===== config.mk =====
export PLATFORM = sky130hd
export DESIGN_NAME = baud_gen_frac
export DESIGN_NICKNAME = d
export VERILOG_FILES = /design/src/rtl/uart_pkg.sv /design/src/rtl/baud_frac_ctr.sv /design/src/rtl/baud_gen_frac.sv
export SDC_FILE = /design/constraint.sdc
export NUM_CORES = 1
export LEC_CHECK = 0
export CORE_ASPECT_RATIO = 0.75
export CORE_UTILIZATION = 40
export DETAILED_ROUTE_END_ITERATION = 12
export GPL_ROUTABILITY_DRIVEN = 1
export HOLD_SLACK_MARGIN = 0.15
export SYNTH_ARGS = -nofsm -noshare
export SYNTH_HDL_FRONTEND = slang
export SYNTH_SLANG_ARGS = --single-unit

===== constraint.sdc =====
create_clock -name clk -period 4.4 [get_ports clk]
set_input_delay 0.44 -clock clk [delete_from_list [all_inputs] [get_ports clk]]
set_output_delay 0.44 -clock clk [all_outputs]
set_load 0.01 [all_outputs]

===== src/rtl/uart_pkg.sv =====
// Shared UART baud-rate constants: default field widths, reset divisor and
// the smallest divisor the generator will accept.
package uart_pkg;

  localparam int UART_DIV_W        = 16;
  localparam int UART_FRAC_W       = 4;
  localparam int UART_DEFAULT_DIV  = 651;
  localparam int UART_DEFAULT_FRAC = 1;
  localparam int MIN_DIV           = 2;

endpackage


===== src/rtl/baud_frac_ctr.sv =====
// Single-channel fractional tick counter: emits a one-clock tick every
// div_int (+1 when the fractional accumulator overflows) active cycles.
module baud_frac_ctr
  import uart_pkg::*;
#(
  parameter int DIV_W  = UART_DIV_W,
  parameter int FRAC_W = UART_FRAC_W
) (
  input  logic              clk,
  input  logic              rst_n,
  input  logic [DIV_W-1:0]  div_int,
  input  logic [FRAC_W-1:0] div_frac,
  input  logic              active,
  input  logic              resync,
  output logic              tick
);

  logic [DIV_W-1:0]  count;
  logic [FRAC_W-1:0] acc;
  logic              carry;
  logic [DIV_W:0]    cur_len;
  logic [FRAC_W:0]   acc_sum;
  logic              terminal;

  // Only the carry is stored; the period length is rebuilt from the live
  // divisor so a divisor loaded just before activation takes effect at once.
  always_comb begin
    cur_len  = {1'b0, div_int} + {{DIV_W{1'b0}}, carry};
    terminal = ({1'b0, count} == (cur_len - (DIV_W+1)'(1)));
    acc_sum  = {1'b0, acc} + {1'b0, div_frac};
  end

  always_ff @(posedge clk or negedge rst_n) begin
    if (!rst_n) begin
      count <= '0;
      acc   <= '0;
      carry <= 1'b0;
      tick  <= 1'b0;
    end else if (!active || resync) begin
      count <= '0;
      acc   <= '0;
      carry <= 1'b0;
      tick  <= 1'b0;
    end else if (terminal) begin
      count <= '0;
      acc   <= acc_sum[FRAC_W-1:0];
      carry <= acc_sum[FRAC_W];
      tick  <= 1'b1;
    end else begin
      count <= count + DIV_W'(1);
      tick  <= 1'b0;
    end
  end

endmodule


===== src/rtl/baud_gen_frac.sv =====
// Fractional baud generator: independent RX/TX oversample ticks from one
// handshake-loaded divisor, plus RX phase resync and a TX bit-boundary tick.
module baud_gen_frac
  import uart_pkg::*;
#(
  parameter int DIV_W        = UART_DIV_W,
  parameter int FRAC_W       = UART_FRAC_W,
  parameter int OSR          = 16,
  parameter int DEFAULT_DIV  = UART_DEFAULT_DIV,
  parameter int DEFAULT_FRAC = UART_DEFAULT_FRAC
) (
  input  logic              clk,
  input  logic              rst_n,
  input  logic [DIV_W-1:0]  cfg_div_int,
  input  logic [FRAC_W-1:0] cfg_div_frac,
  input  logic              cfg_valid,
  output logic              cfg_ready,
  output logic              cfg_err,
  input  logic              rx_active,
  input  logic              tx_active,
  input  logic              rx_resync,
  output logic              baud_en_rx,
  output logic              baud_en_tx,
  output logic              tx_bit_tick
);

  localparam int BIT_W = (OSR > 2) ? $clog2(OSR) : 1;

  logic [DIV_W-1:0]  div_int;
  logic [FRAC_W-1:0] div_frac;
  logic [BIT_W-1:0]  bitcnt;
  logic              cfg_accept;
  logic              div_legal;

  always_comb begin
    cfg_ready  = !rx_active && !tx_active;
    cfg_accept = cfg_valid && cfg_ready;
    div_legal  = (cfg_div_int >= DIV_W'(MIN_DIV));
  end

  always_ff @(posedge clk or negedge rst_n) begin
    if (!rst_n) begin
      div_int  <= DIV_W'(DEFAULT_DIV);
      div_frac <= FRAC_W'(DEFAULT_FRAC);
      cfg_err  <= 1'b0;
    end else begin
      cfg_err <= cfg_accept && !div_legal;
      if (cfg_accept && div_legal) begin
        div_int  <= cfg_div_int;
        div_frac <= cfg_div_frac;
      end
    end
  end

  baud_frac_ctr #(.DIV_W(DIV_W), .FRAC_W(FRAC_W)) u_rx_ctr (
    .clk      (clk),
    .rst_n    (rst_n),
    .div_int  (div_int),
    .div_frac (div_frac),
    .active   (rx_active),
    .resync   (rx_resync),
    .tick     (baud_en_rx)
  );

  baud_frac_ctr #(.DIV_W(DIV_W), .FRAC_W(FRAC_W)) u_tx_ctr (
    .clk      (clk),
    .rst_n    (rst_n),
    .div_int  (div_int),
    .div_frac (div_frac),
    .active   (tx_active),
    .resync   (1'b0),
    .tick     (baud_en_tx)
  );

  // bitcnt counts completed TX ticks; the bit tick is the registered TX tick
  // qualified by the count, so it rides exactly on the OSR-th pulse.
  always_ff @(posedge clk or negedge rst_n) begin
    if (!rst_n) begin
      bitcnt <= '0;
    end else if (!tx_active) begin
      bitcnt <= '0;
    end else if (baud_en_tx) begin
      bitcnt <= (bitcnt == BIT_W'(OSR-1)) ? '0 : bitcnt + BIT_W'(1);
    end
  end

  always_comb begin
    tx_bit_tick = baud_en_tx && (bitcnt == BIT_W'(OSR-1));
  end

endmodule


Word-level counts from Yosys, hierarchy flattened
Cells that the tools add are included.
{"block": "word_totals", "ff_bits": 69, "in_bits": 26, "output_inout_bits": 5, "elab_cells": 56}
{"block": "classes", "add_sub_neg": 9, "magnitude_cmp": 1, "n_eq_ne": 5, "muxes": 19, "reduce_logical": 10}
{"op": "16-bit two-way mux", "n": 4}
{"op": "16-bit by 1-bit adder with 17-bit output", "n": 2}
{"op": "16-bit by 17-bit equality test with 1-bit output", "n": 2}
{"op": "17-bit by 1-bit subtractor with 17-bit output (second input constant)", "n": 2}
{"op": "16-bit by 1-bit adder with 16-bit output (second input constant)", "n": 2}
{"op": "4-bit two-way mux", "n": 7}
{"op": "16-bit by 2-bit >= comparator with 1-bit output (second input constant)", "n": 1}
{"op": "4-bit by 4-bit adder with 5-bit output", "n": 2}
{"op": "1-bit two-way mux", "n": 8}
{"op": "1-bit logical AND", "n": 5}
{"op": "4-bit by 1-bit adder with 4-bit output (second input constant)", "n": 1}
{"op": "4-bit equality test (second input constant)", "n": 1}
{"op": "2-bit by 1-bit != test with 1-bit output (second input constant)", "n": 2}
{"op": "1-bit logical NOT", "n": 3}
{"op": "2-bit nonzero test", "n": 1}
{"op": "1-bit logical OR", "n": 1}

Depth between registers and ports, before layout
Gate-level depths: netlist (run 1).
{"block": "logic_depth", "ltp_word": 5, "ltp_mapped": 11, "depth_no_buf": 9}

By module
From an unflattened synthesis (run 1), not the netlist that was laid out.
{"block": "hier_totals", "cells_unflattened": 469, "hier_area_um2": 4503.1}
{"module": "baud_frac_ctr (u_tx_ctr)", "n_inst": 1, "cells_each": 197, "area_per_inst_um2": 1734.2, "seq_area_each_um2": 550.5}
{"module": "baud_frac_ctr (u_rx_ctr)", "n_inst": 1, "cells_each": 197, "area_per_inst_um2": 1722.9, "seq_area_each_um2": 550.5}
{"module": "baud_gen_frac", "n_inst": 1, "cells_each": 75, "area_per_inst_um2": 1046.0, "seq_area_each_um2": 633.1}

Worst setup path before layout (run 1)
Ideal clock, no wire load.
{"block": "synth_path", "path_type": "register to register", "startpoint": "register div_int[0]", "endpoint": "register u_tx_ctr.count[7]", "setup_ps": 119, "arrival_ps": 2758, "setup_slack_ps": 1523, "stages_incl_launch_ff": 12, "n_path_buf": 2, "period_less_slack_ps": 2877, "path_cell_list": "dfstp_2 > inv_1 > ha_1 > ha_1 > or3b_2 > nor3_1 > a21boi_1 > or4_4 > buf_6 > o31ai_4 > buf_6 > nor2_2"}
{"block": "synth_between", "elab_chain_cells": 5}
{"element": "from (decl)", "line_no": "baud_gen_frac.sv:29", "text": "logic [DIV_W-1:0] div_int;"}
{"element": "from (signal assigned)", "line_no": "baud_gen_frac.sv:43", "text": "div_int <= DIV_W'(DEFAULT_DIV);"}
{"element": "from (signal assigned)", "line_no": "baud_gen_frac.sv:49", "text": "div_int <= cfg_div_int;"}
{"element": "16-bit by 1-bit adder with 17-bit output", "line_no": "baud_frac_ctr.sv:28", "text": "cur_len = {1'b0, div_int} + {{DIV_W{1'b0}}, carry};"}
{"element": "17-bit by 1-bit subtractor with 17-bit output", "line_no": "baud_frac_ctr.sv:29", "text": "terminal = ({1'b0, count} == (cur_len - (DIV_W+1)'(1)));"}
{"element": "16-bit by 17-bit equality test with 1-bit output", "line_no": "baud_frac_ctr.sv:29"}
{"element": "16-bit two-way mux", "line_no": "baud_frac_ctr.sv:44", "text": "end else if (terminal) begin"}
{"element": "16-bit two-way mux", "line_no": "baud_frac_ctr.sv:39", "text": "end else if (!active || resync) begin"}
{"element": "to (signal assigned)", "line_no": "baud_frac_ctr.sv:50", "text": "count <= count + DIV_W'(1);"}
{"element": "to (decl)", "line_no": "baud_frac_ctr.sv:18", "text": "logic [DIV_W-1:0] count;"}
Every way passes these cells.
A chain may end at the register's enable or synchronous reset.

Worst setup path in the final report (run 1)
{"block": "layout_path", "startpoint": "register div_int[0]", "endpoint": "register u_tx_ctr.count[5]"}
Same word-level chain as after synthesis.

==> summary.txt, run 1 <==
Detailed routing
  • Wire per inst: 17.2 um
  • Remaining DRCs: 0
  • DR WL met2: 4.72 mm
  • Drt total wl: 10.6 mm
  • Post-route ant nets: 0
  • DRT met1 WL: 5.25 mm
  • Top Metal Used: met4
  • First-pass iteration count of the detailed router: 4
  • Via-per-instance ratio: 5.71
  • Starting DRT DRC Count: 250
  • DR vias: 3,523
  • Met3 Wirelength: 437 um

Synthesis
  • Share of the synthesized area in the top cell type: 35.2%
  • Count leader, synth: dfrtp_1
  • Largest family of logic cells by synthesized area: simple AND/OR/NAND/NOR gates
  • Post-synthesis compound-gate area fraction: 9.57%
  • Seq/Total Area, Yosys: 38.7%
  • Synth area leader: dfrtp_1
  • Synth top area cells: dfrtp_1, xnor2_1, xor2_1
  • Post-synthesis register bit count: 69
  • Synth Flop Type: dfrtp_1
  • Synth Instances: 452
  • Mux cell area share after synthesis: 7.06%
  • Syn_nets: 495
  • Number of library cell types mapped by synthesis: 61
  • YS warnings: 0
  • Async S/R FF share, synth: 100%
  • Xor/xnor share of the synthesized area: 13.8%
  • Cell Area, Synth: 4480 um2
  • Syn Area/Cell: 9.92 um2
  • Post-Synth Adder-Cell Area: 5.08%
  • EDFF count, synth: 0
  • Post-Synth Simple-Gate Area: 22.1%
  • Top cells by count, synth: dfrtp_1, xnor2_1, xor2_1, nor2_1, nand2_1

GRT
  • First-pass GRT wire length: 17.5 mm
  • Tot GR Track Use: 19.1%
  • Vias in the first global route: 3,433
  • Gr ovfl total: 0
  • Antenna violations before repair: 0
  • Largest net degree at the start of global routing: 38

CTS
  • CTS HTree Levels: 3
  • PostCTS Resize Cnt: 0
  • Root Driver: clkbuf_16
  • Clk buf depth: 2
  • Post-CTS Setup Bufs: 0
  • Clock Pin Slew Worst Setup and Hold Paths: 60 ps
  • Cts hold-fix bufs: 0
  • CTS sink cnt: 69
  • Clock Latency Late Sink: 330 ps
  • Clock buffer count from CTS: 9
  • CTS tree: done

Pwr
  • PwrDens: 353 nW/um2
  • Worst VDD drop: 207 uV
  • Total Power: 1800 uW
  • Leak: 0.00205 uW

Floorplanning
  • IO Count: 31
  • Starting density of the core: 41.1%
  • DIE HEIGHT: 93.7 um
  • Core Footprint: 10,900 um2
  • Die Wd: 124 um
  • Die ar.: 11,600 um2
  • Row Count: 33

Placed design
  • Number of buffers added on ports: 30
  • DP Cell Count: 601
  • Gpl congestion: 0.848
  • DP HPWL: 7.82 mm
  • Placed inst area: 4830 um2

STA
  • Worst Skew: 7.20 ps
  • Min Tclk post-route: 3350 ps
  • Count of pins over their slew limit: 0
  • Measured slew at the worst slew-check pin: 976 ps
  • Setup TNS: 0 ps
  • Final hold violation count: 0
  • Final setup violation count: 0
  • Final critical-path share of the clock period: 76.2%
  • Max_slew headroom: 34.7%
  • RSZ-0062 raised after global routing: no
  • F_max: 298 MHz

Critical path
  • Worst-path cell chain: inv_1 -> ha_1 -> ha_1 -> or3b_2 -> nor3_1 -> a21boi_1 -> or4_4 -> o31ai_4 -> nor2_1
  • Data arrival, critical path: 3530 ps
  • Crit Path Category: reg2reg
  • Worst EP required: 4580 ps
  • CP top delay family: simple AND/OR/NAND/NOR gates
  • Most used cell, CP: ha_1
  • Crit end category: register
  • Setup crit start kind: register
  • Crit Path Max Fanout: 16
  • Slowest-stage cell, CP: o31ai_4
  • Buffers plus inverters on the worst setup path: 1
  • Slowest Stage Delay on Critical Path: 780 ps

Layout
  • # diodes: 0
  • Layout area overhead: 13.5%
  • Post-route core utilization: 46.7%
  • Final nets: 515
  • Number of fillers in the final layout: 1,070
  • Cell area after layout: 5090 um2
  • Fin cells: 617
  • Layout cells sized above 1: 14.5%

Worst hold path
  • Worst Hold Class: in2async

Run status
  • Outcome: complete, no violations

Job
  • Number of max-cap violations: 0
==> sequential cells by signal, indices dropped and copies added, names as in the netlist <==
| name | flops |
|---|---|
| u_tx_ctr.acc | 4 |
| u_rx_ctr.carry | 1 |
| u_rx_ctr.count | 16 |
| bitcnt | 4 |
| u_rx_ctr.tick | 1 |
| u_rx_ctr.acc | 4 |
| u_tx_ctr.carry | 1 |
| div_int | 16 |
| div_frac | 4 |
| u_tx_ctr.tick | 1 |
| u_tx_ctr.count | 16 |
| cfg_err | 1 |
==> worst paths after layout <==
kind                                    from                 end  slack [ps]  cells past startpoint
setup / recovery                  div_int[0]   u_tx_ctr.count[5]        1050                      9
hold / removal                         rst_n  u_rx_ctr.count[12]         170                      1
setup reg to reg                  div_int[0]   u_tx_ctr.count[5]        1050                      9
hold reg to reg            u_tx_ctr.count[0]   u_tx_ctr.count[0]         540                      1
max in group asynchronous              rst_n          div_int[3]        3240                      2
min in group clk           u_tx_ctr.count[0]   u_tx_ctr.count[0]         540                      1
==> final cells by class <==
type	count	area, um2	area share, %
multi-input cells	353	2580	50.8
flip-flops and latches	69	1730	34.1
repair buffers	32	310	6.10
clock buffers	11	233	4.57
well taps	140	175	3.44
clock inverters	5	27.5	0.541
inverters	7	26.3	0.516
==> power by group <==
| group | switching, uW | internal (uW) | leakage, uW |
|---|---|---|---|
| logic | 194 | 178 | 0.00101 |
| clock network | 260 | 377 | 0.000129 |
| registers | 106 | 681 | 0.000910 |
| total | 561 | 1240 | 0.00205 |
==> cell usage in the layout, fill, tap and decap left out, types with 13 or more instances in the layout <==
| master | n |
|---|---|
| a21oi_1 | 16 |
| clkdlybuf4s50_1 | 29 |
| dfrtp_1 | 63 |
| ha_1 | 15 |
| mux2_2 | 21 |
| nand2_1 | 27 |
| nand3_1 | 19 |
| nand4_1 | 15 |
| nor2_1 | 31 |
| nor3_1 | 22 |
| nor4_1 | 13 |
| xnor2_1 | 35 |
| xor2_1 | 33 |
==> stage by stage <==
stage          setup slack, ps  hold WS, ps
6_report                  1050          169
4_1_cts                   1060          189
5_1_grt                    781          219
2_1_floorplan             1520          144
3_3_place_gp              1180          521
3_5_place_dp              1080          535
==> cell families after synthesis <==
family / count (synthesis)
AOI/OAI and AO/OA: 60
xor gates and xnor gates: 69
adders and majority gates: 17
buffers and inverters: 30
DFF: 69
muxes: 29
and+or+nand+nor: 178
==> routing by layer <==
layer | global-route usage, % | vias to the layer above
met4 | 8.23 | 0
met5 | 0 | -
met1 | 26.6 | 1734
li1 | - | 1686
met3 | 4.38 | 14
met2 | 28.5 | 89
(Power assumes the default switching activity.)
==> inputs of run 2 (changes only) <==
Clock period 4.4 ns to 3.4 ns, I/O delays scaled along.
==> run 2 against run 1 <==
Compared with the run above: cell count rose by 1.1%; critical path depth rose by 1; die area did not move; total power rose by 35%; non-clock buffer count rose by 7; utilization rose by 0.75 points; critical endpoint is now u_tx_ctr.count[6]; highest routed layer unchanged.
==> summary.txt, run 2 (synthesis gave the netlist of run 1 again) <==
Floorplanning
  • Row Count: 33 (unchanged)
  • Core Footprint: 10,900 um2 (unchanged)
  • DIE HEIGHT: 93.7 um (unchanged)
  • Die ar.: 11,600 um2 (unchanged)
  • IO Count: 31 (unchanged)
  • Die Wd: 124 um (unchanged)
  • Starting density of the core: 41.1% (unchanged)

GRT
  • Largest net degree at the start of global routing: 70 (+84%)
  • Antenna violations before repair: 0 (unchanged)
  • Vias in the first global route: 3,402 (-0.90%)
  • First-pass GRT wire length: 17.5 mm (-0.27%)
  • Gr ovfl total: 0 (unchanged)
  • Tot GR Track Use: 19.2% (+0.055 points)

CTS
  • Clock Pin Slew Worst Setup and Hold Paths: 60 ps (about the same)
  • Cts hold-fix bufs: 0 (unchanged)
  • CTS sink cnt: 69 (unchanged)
  • PostCTS Resize Cnt: 0 (unchanged)
  • Post-CTS Setup Bufs: 0 (unchanged)
  • Clock Latency Late Sink: 340 ps (about the same)
  • CTS tree: done
  • Root Driver: clkbuf_16
  • Clk buf depth: 2 (unchanged)
  • CTS HTree Levels: 3 (unchanged)
  • Clock buffer count from CTS: 9 (unchanged)

Placed design
  • DP Cell Count: 608 (+1.2%)
  • DP HPWL: 7.54 mm (-3.6%)
  • Gpl congestion: 0.834 (-1.6%)
  • Number of buffers added on ports: 30 (unchanged)
  • Pre-CTS setup slack: 427 ps (-651 ps)

STA
  • Setup TNS: 0 ps (unchanged)
  • Final hold violation count: 0 (unchanged)
  • RSZ-0062 raised after global routing: no
  • Measured slew at the worst slew-check pin: 869 ps (-107 ps)
  • Final critical-path share of the clock period: 87.7% (+11 points)
  • Max_slew headroom: 42.0% (+7.3 points)
  • Min Tclk post-route: 2980 ps (-372 ps)
  • Worst Skew: 6.57 ps (-0.627 ps)
  • Final worst slack: 419 ps (-628 ps)
  • F_max: 335 MHz (+12%)
  • Count of pins over their slew limit: 0 (unchanged)
  • Final setup violation count: 0 (unchanged)
  • Hold slack: 208 ps (+38.7 ps)

Layout
  • Layout cells sized above 1: 15.3% (+0.82 points)
  • Final nets: 522 (+1.4%)
  • Layout area overhead: 15.3%
  • # diodes: 0 (unchanged)
  • Top Registers: div_int: 16 flops, u_rx_ctr.count: 16 flops, u_tx_ctr.count: 16 flops
  • Post-route core utilization: 47.4% (+0.75 points)
  • Number of fillers in the final layout: 1,046 (-2.2%)
  • Fin cells: 624 (+1.1%)
  • Commonest non-fill, non-tap cell in the layout: dfrtp_1
  • Most frequent cells in the layout: dfrtp_1, xnor2_1, xor2_1

Critical path
  • Worst r2r src: div_int[0]
  • Setup crit start kind: register
  • Flop-to-flop setup slack: 420 ps (-630 ps)
  • Worst EP required: 3620 ps (-960 ps)
  • Crit Path Max Fanout: 16 (unchanged)
  • Reg2Reg Depth: 10 (+1)
  • Reg2reg end: u_tx_ctr.count[6]
  • Data arrival, critical path: 3200 ps (-330 ps)
  • Crit Path Category: reg2reg
  • Crit end category: register

Detailed routing
  • Wire per inst: 16.4 um (-4.7%)
  • DRT met1 WL: 5.37 mm (+2.3%)
  • DR WL met2: 4.30 mm (-8.8%)
  • Met3 Wirelength: 289 um (-34%)
  • Starting DRT DRC Count: 274 (+9.6%)
  • Via-per-instance ratio: 5.56 (-2.6%)
  • Post-route ant nets: 0 (unchanged)
  • Drt total wl: 10.3 mm (-3.6%)
  • First-pass iteration count of the detailed router: 4 (unchanged)
  • Remaining DRCs: 0 (unchanged)
  • Top Metal Used: met4
  • DR vias: 3,470 (-1.5%)

Pwr
  • Reg power frac: 41.9% (-1.9 points)
  • Clock Power Share: 38.1% (+2.6 points)
  • P_sw: 716 uW (+28%)
  • Sw Ratio: 29.6% (-1.6 points)
  • Worst VDD drop: 293 uV (+42%)
  • Comb power frac: 20.0% (-0.7 points)
  • P_int: 1710 uW (+38%)
  • PwrDens: 469 nW/um2 (+33%)
  • Leak: 0.00210 uW (+2.3%)

Worst hold path
  • Worst Hold Class: in2async

Run status
  • Outcome: complete, no violations

Job
  • Number of max-cap violations: 0 (unchanged)
==> run 2: cell count changes in the layout (fill, tap and decap cells not counted), sizes merged <==
cell / change
buf: +7
bufinv: +1
clkbuf: +3
clkinv: -3
clkinvlp: -1
==> run 2: power groups by stage <==
stage | registers [uW] | logic (uW) | clock network [uW]
CTS | 1020 | 483 | 946
finish | 1020 | 484 | 924
floorplan | 922 | 440 | 0
detailed placement | 1030 | 478 | 0
global placement | 1030 | 472 | 0
global route | 1030 | 542 | 981
==> run 2: worst max path at each step <==
stage,startpoint,to,slack [ps],depth (start not counted)
global placement,u_rx_ctr.carry,u_rx_ctr.carry,490,10
finish,div_int[0],u_tx_ctr.count[6],420,10
global route,div_int[0],u_tx_ctr.count[4],150,9
detailed placement,div_int[0],u_rx_ctr.acc[2],430,10
CTS,div_int[0],u_tx_ctr.count[6],400,10
floorplan,div_int[0],u_tx_ctr.count[7],520,11
==> run 2: critical path, cell delays in order (launching register included) <==
cell and delay [ps]:
dfstp_2 360, inv_1 80, ha_1 170, ha_1 250
or3b_2 490, nor3_1 210, a21boi_1 110, or4_4 590
o31ai_4 230, buf_4 280, nor2_1 80
==> run 2: through the flow <==
stage	instance area, um2	power [uW]
after global placement	4880	1500
after CTS	5170	2450
final	5170	2420
after global routing	5170	2550
after detailed placement	4880	1510
after floorplan	4480	1360
==> run 2: metal layers <==
layer / up-vias / track usage [%]
met5: - / 0
met4: 0 / 8.94
met3: 19 / 4.56
met2: 52 / 26.6
met1: 1689 / 27.9
li1: 1710 / -
==> run 2: layout make-up <==
type	count	area (um2)	share of cell area [%]
clock inverter	2	35.0	0.677
inverter	7	26.3	0.508
timing repair buffer	39	363	7.02
clock buffer	14	254	4.91
multi-input combinational	353	2580	50.0
sequential	69	1730	33.5
tap	140	175	3.39
==> inputs of run 3 (changes only) <==
Settings changed: CORE_MARGIN set to 5.
==> run 3 against run 2 <==
Compared with the run above: first-iteration DRC count shrank 54%; fmax fell by 1.7%; count of clock-buffer cells in the layout unchanged; sequential share of layout area rose by 0.11 points; die area is 16% higher; sequential power is essentially flat; cell count up 0.32%; critical path depth stayed put; via count fell by 0.46%; setup slack got worse by 51 ps; register-to-register slack lost 50 ps; critical endpoint is now u_tx_ctr.count[2]; largest cell class unchanged; highest routed layer unchanged.
==> summary.txt, run 3 (synthesis gave the netlist of run 1 again) <==
STA
  • Min Tclk post-route: 3030 ps (+50.9 ps)
  • Count of pins over their slew limit: 0 (unchanged)
  • Measured slew at the worst slew-check pin: 803 ps (-66.1 ps)
  • Final critical-path share of the clock period: 89.2% (+1.5 points)
  • Setup TNS: 0 ps (unchanged)
  • RSZ-0062 raised after global routing: no
  • Hold slack: 534 ps (+326 ps)
  • Final setup violation count: 0 (unchanged)
  • Worst Skew: 6.24 ps (-0.334 ps)
  • Max_slew headroom: 46.0% (+3.9 points)
  • Final hold violation count: 0 (unchanged)
  • F_max: 330 MHz (-1.7%)

CTS
  • Clock Pin Slew Worst Setup and Hold Paths: 50 ps (about the same)
  • Clk buf depth: 2 (unchanged)
  • CTS HTree Levels: 3 (unchanged)
  • Clock buffer count from CTS: 9 (unchanged)
  • Root Driver: clkbuf_16
  • Post-CTS Setup Bufs: 0 (unchanged)
  • CTS tree: done
  • PostCTS Resize Cnt: 0 (unchanged)
  • Clock Latency Late Sink: 330 ps (about the same)
  • CTS sink cnt: 69 (unchanged)
  • Cts hold-fix bufs: 1 (+1)

GRT
  • Gr ovfl total: 0 (unchanged)
  • First-pass GRT wire length: 18.2 mm (+4.0%)
  • Antenna violations before repair: 0 (unchanged)
  • Tot GR Track Use: 16.9% (-2.3 points)
  • Largest net degree at the start of global routing: 32 (-54%)
  • Vias in the first global route: 3,526 (+3.6%)

Pwr
  • Worst VDD drop: 244 uV (-17%)
  • Leak: 0.00209 uW (-0.35%)
  • PwrDens: 452 nW/um2 (-3.6%)

Floorplanning
  • IO Count: 31 (unchanged)
  • DIE HEIGHT: 102 um (+8.5%)
  • Die Wd: 132 um (+6.4%)
  • Core Footprint: 10,900 um2 (+0.38%)
  • Die ar.: 13,500 um2 (+16%)
  • Starting density of the core: 41.0% (-0.16 points)
  • Row Count: 33 (unchanged)

Critical path
  • Slowest-stage cell, CP: o221ai_1
  • Crit Path Max Fanout: 16 (unchanged)
  • Most used cell, CP: ha_1
  • Worst EP required: 3660 ps (+40 ps)
  • CP top delay family: simple AND/OR/NAND/NOR gates
  • Setup crit start kind: register
  • Slowest Stage Delay on Critical Path: 610 ps (+20 ps)
  • Data arrival, critical path: 3290 ps (+90 ps)
  • Crit Path Category: reg2reg
  • Buffers plus inverters on the worst setup path: 2 (unchanged)
  • Worst-path cell chain: inv_1 -> ha_1 -> ha_1 -> or3b_2 -> nor4_1 -> nor3_1 -> o221ai_1 -> o31ai_4 -> buf_4 -> nor2_1
  • Crit end category: register

Layout
  • Most frequent cells in the layout: dfrtp_1, xnor2_1, xor2_1
  • Top Registers: div_int: 16 flops, u_rx_ctr.count: 16 flops, u_tx_ctr.count: 16 flops
  • Commonest non-fill, non-tap cell in the layout: dfrtp_1
  • Layout cells sized above 1: 15.2% (-0.063 points)
  • # diodes: 0 (unchanged)
  • Final nets: 524 (+0.38%)
  • Post-route core utilization: 47.1% (-0.34 points)
  • Layout area overhead: 14.9%
  • Fin cells: 626 (+0.32%)

Placed design
  • Gpl congestion: 0.874 (+4.7%)
  • Number of buffers added on ports: 30 (unchanged)
  • DP HPWL: 8.13 mm (+7.8%)
  • DP Cell Count: 609 (+0.16%)

Detailed routing
  • Remaining DRCs: 0 (unchanged)
  • DR vias: 3,454 (-0.46%)
  • Drt total wl: 10.7 mm (+4.6%)
  • Via-per-instance ratio: 5.52 (-0.78%)
  • Wire per inst: 17.1 um (+4.3%)
  • First-pass iteration count of the detailed router: 4 (unchanged)
  • Starting DRT DRC Count: 127 (-54%)
  • Post-route ant nets: 0 (unchanged)

Job
  • Number of max-cap violations: 0 (unchanged)

Run status
  • Outcome: complete, no violations

Worst hold path
  • Worst Hold Class: reg2reg
run 3: final cells by class:
type	instances	area, um2
clock inverter	2	10.0
tap	140	175
fill	1007	5790
clock buffer	14	244
inverter	7	26.3
timing repair buffer	41	380
sequential	69	1730
multi-input combinational	353	2580
run 3: final timing paths:
check	cells after the start	endpoint	startpoint	slack, ps
min in group asynchronous	2	div_int[12]	rst_n	590
worst max register to register	10	u_tx_ctr.count[2]	div_int[0]	370
worst max-delay path	10	u_tx_ctr.count[2]	div_int[0]	370
max in group asynchronous	3	div_int[7]	rst_n	1930
worst min-delay path	2	u_rx_ctr.acc[3]	u_rx_ctr.acc[3]	530
worst min register to register	2	u_rx_ctr.acc[3]	u_rx_ctr.acc[3]	530
run 3: layer usage:
metal	wire [um]	part of all wire [%]	global-route usage [%]	vias up
met5	0	0	0	-
met4	268	2.5	6.81	0
met3	452	4.2	3.92	20
met2	4640	43	25.5	55
met1	5360	50	23.6	1671
li1	-	-	-	1708
run 3: worst min-delay path, stage by stage, from the launching register on:
cell,delay [ps]
dfrtp_1,370
nand2_1,60
mux2i_1,60
run 3: per-stage QoR:
stage	instance area, um2	setup WS, ps	power [uW]
floorplan	4480	523	1360
global placement	4890	488	1500
detailed placement	4890	437	1520
CTS	5150	393	2360
global route	5150	128	2460
finish	5150	368	2330
run 3: power breakdown:
part           internal [uW]  total, uW  switching [uW]
clock network            492        821             329
registers                882       1020             135
logic                    239        491             252
total                   1610       2330             715
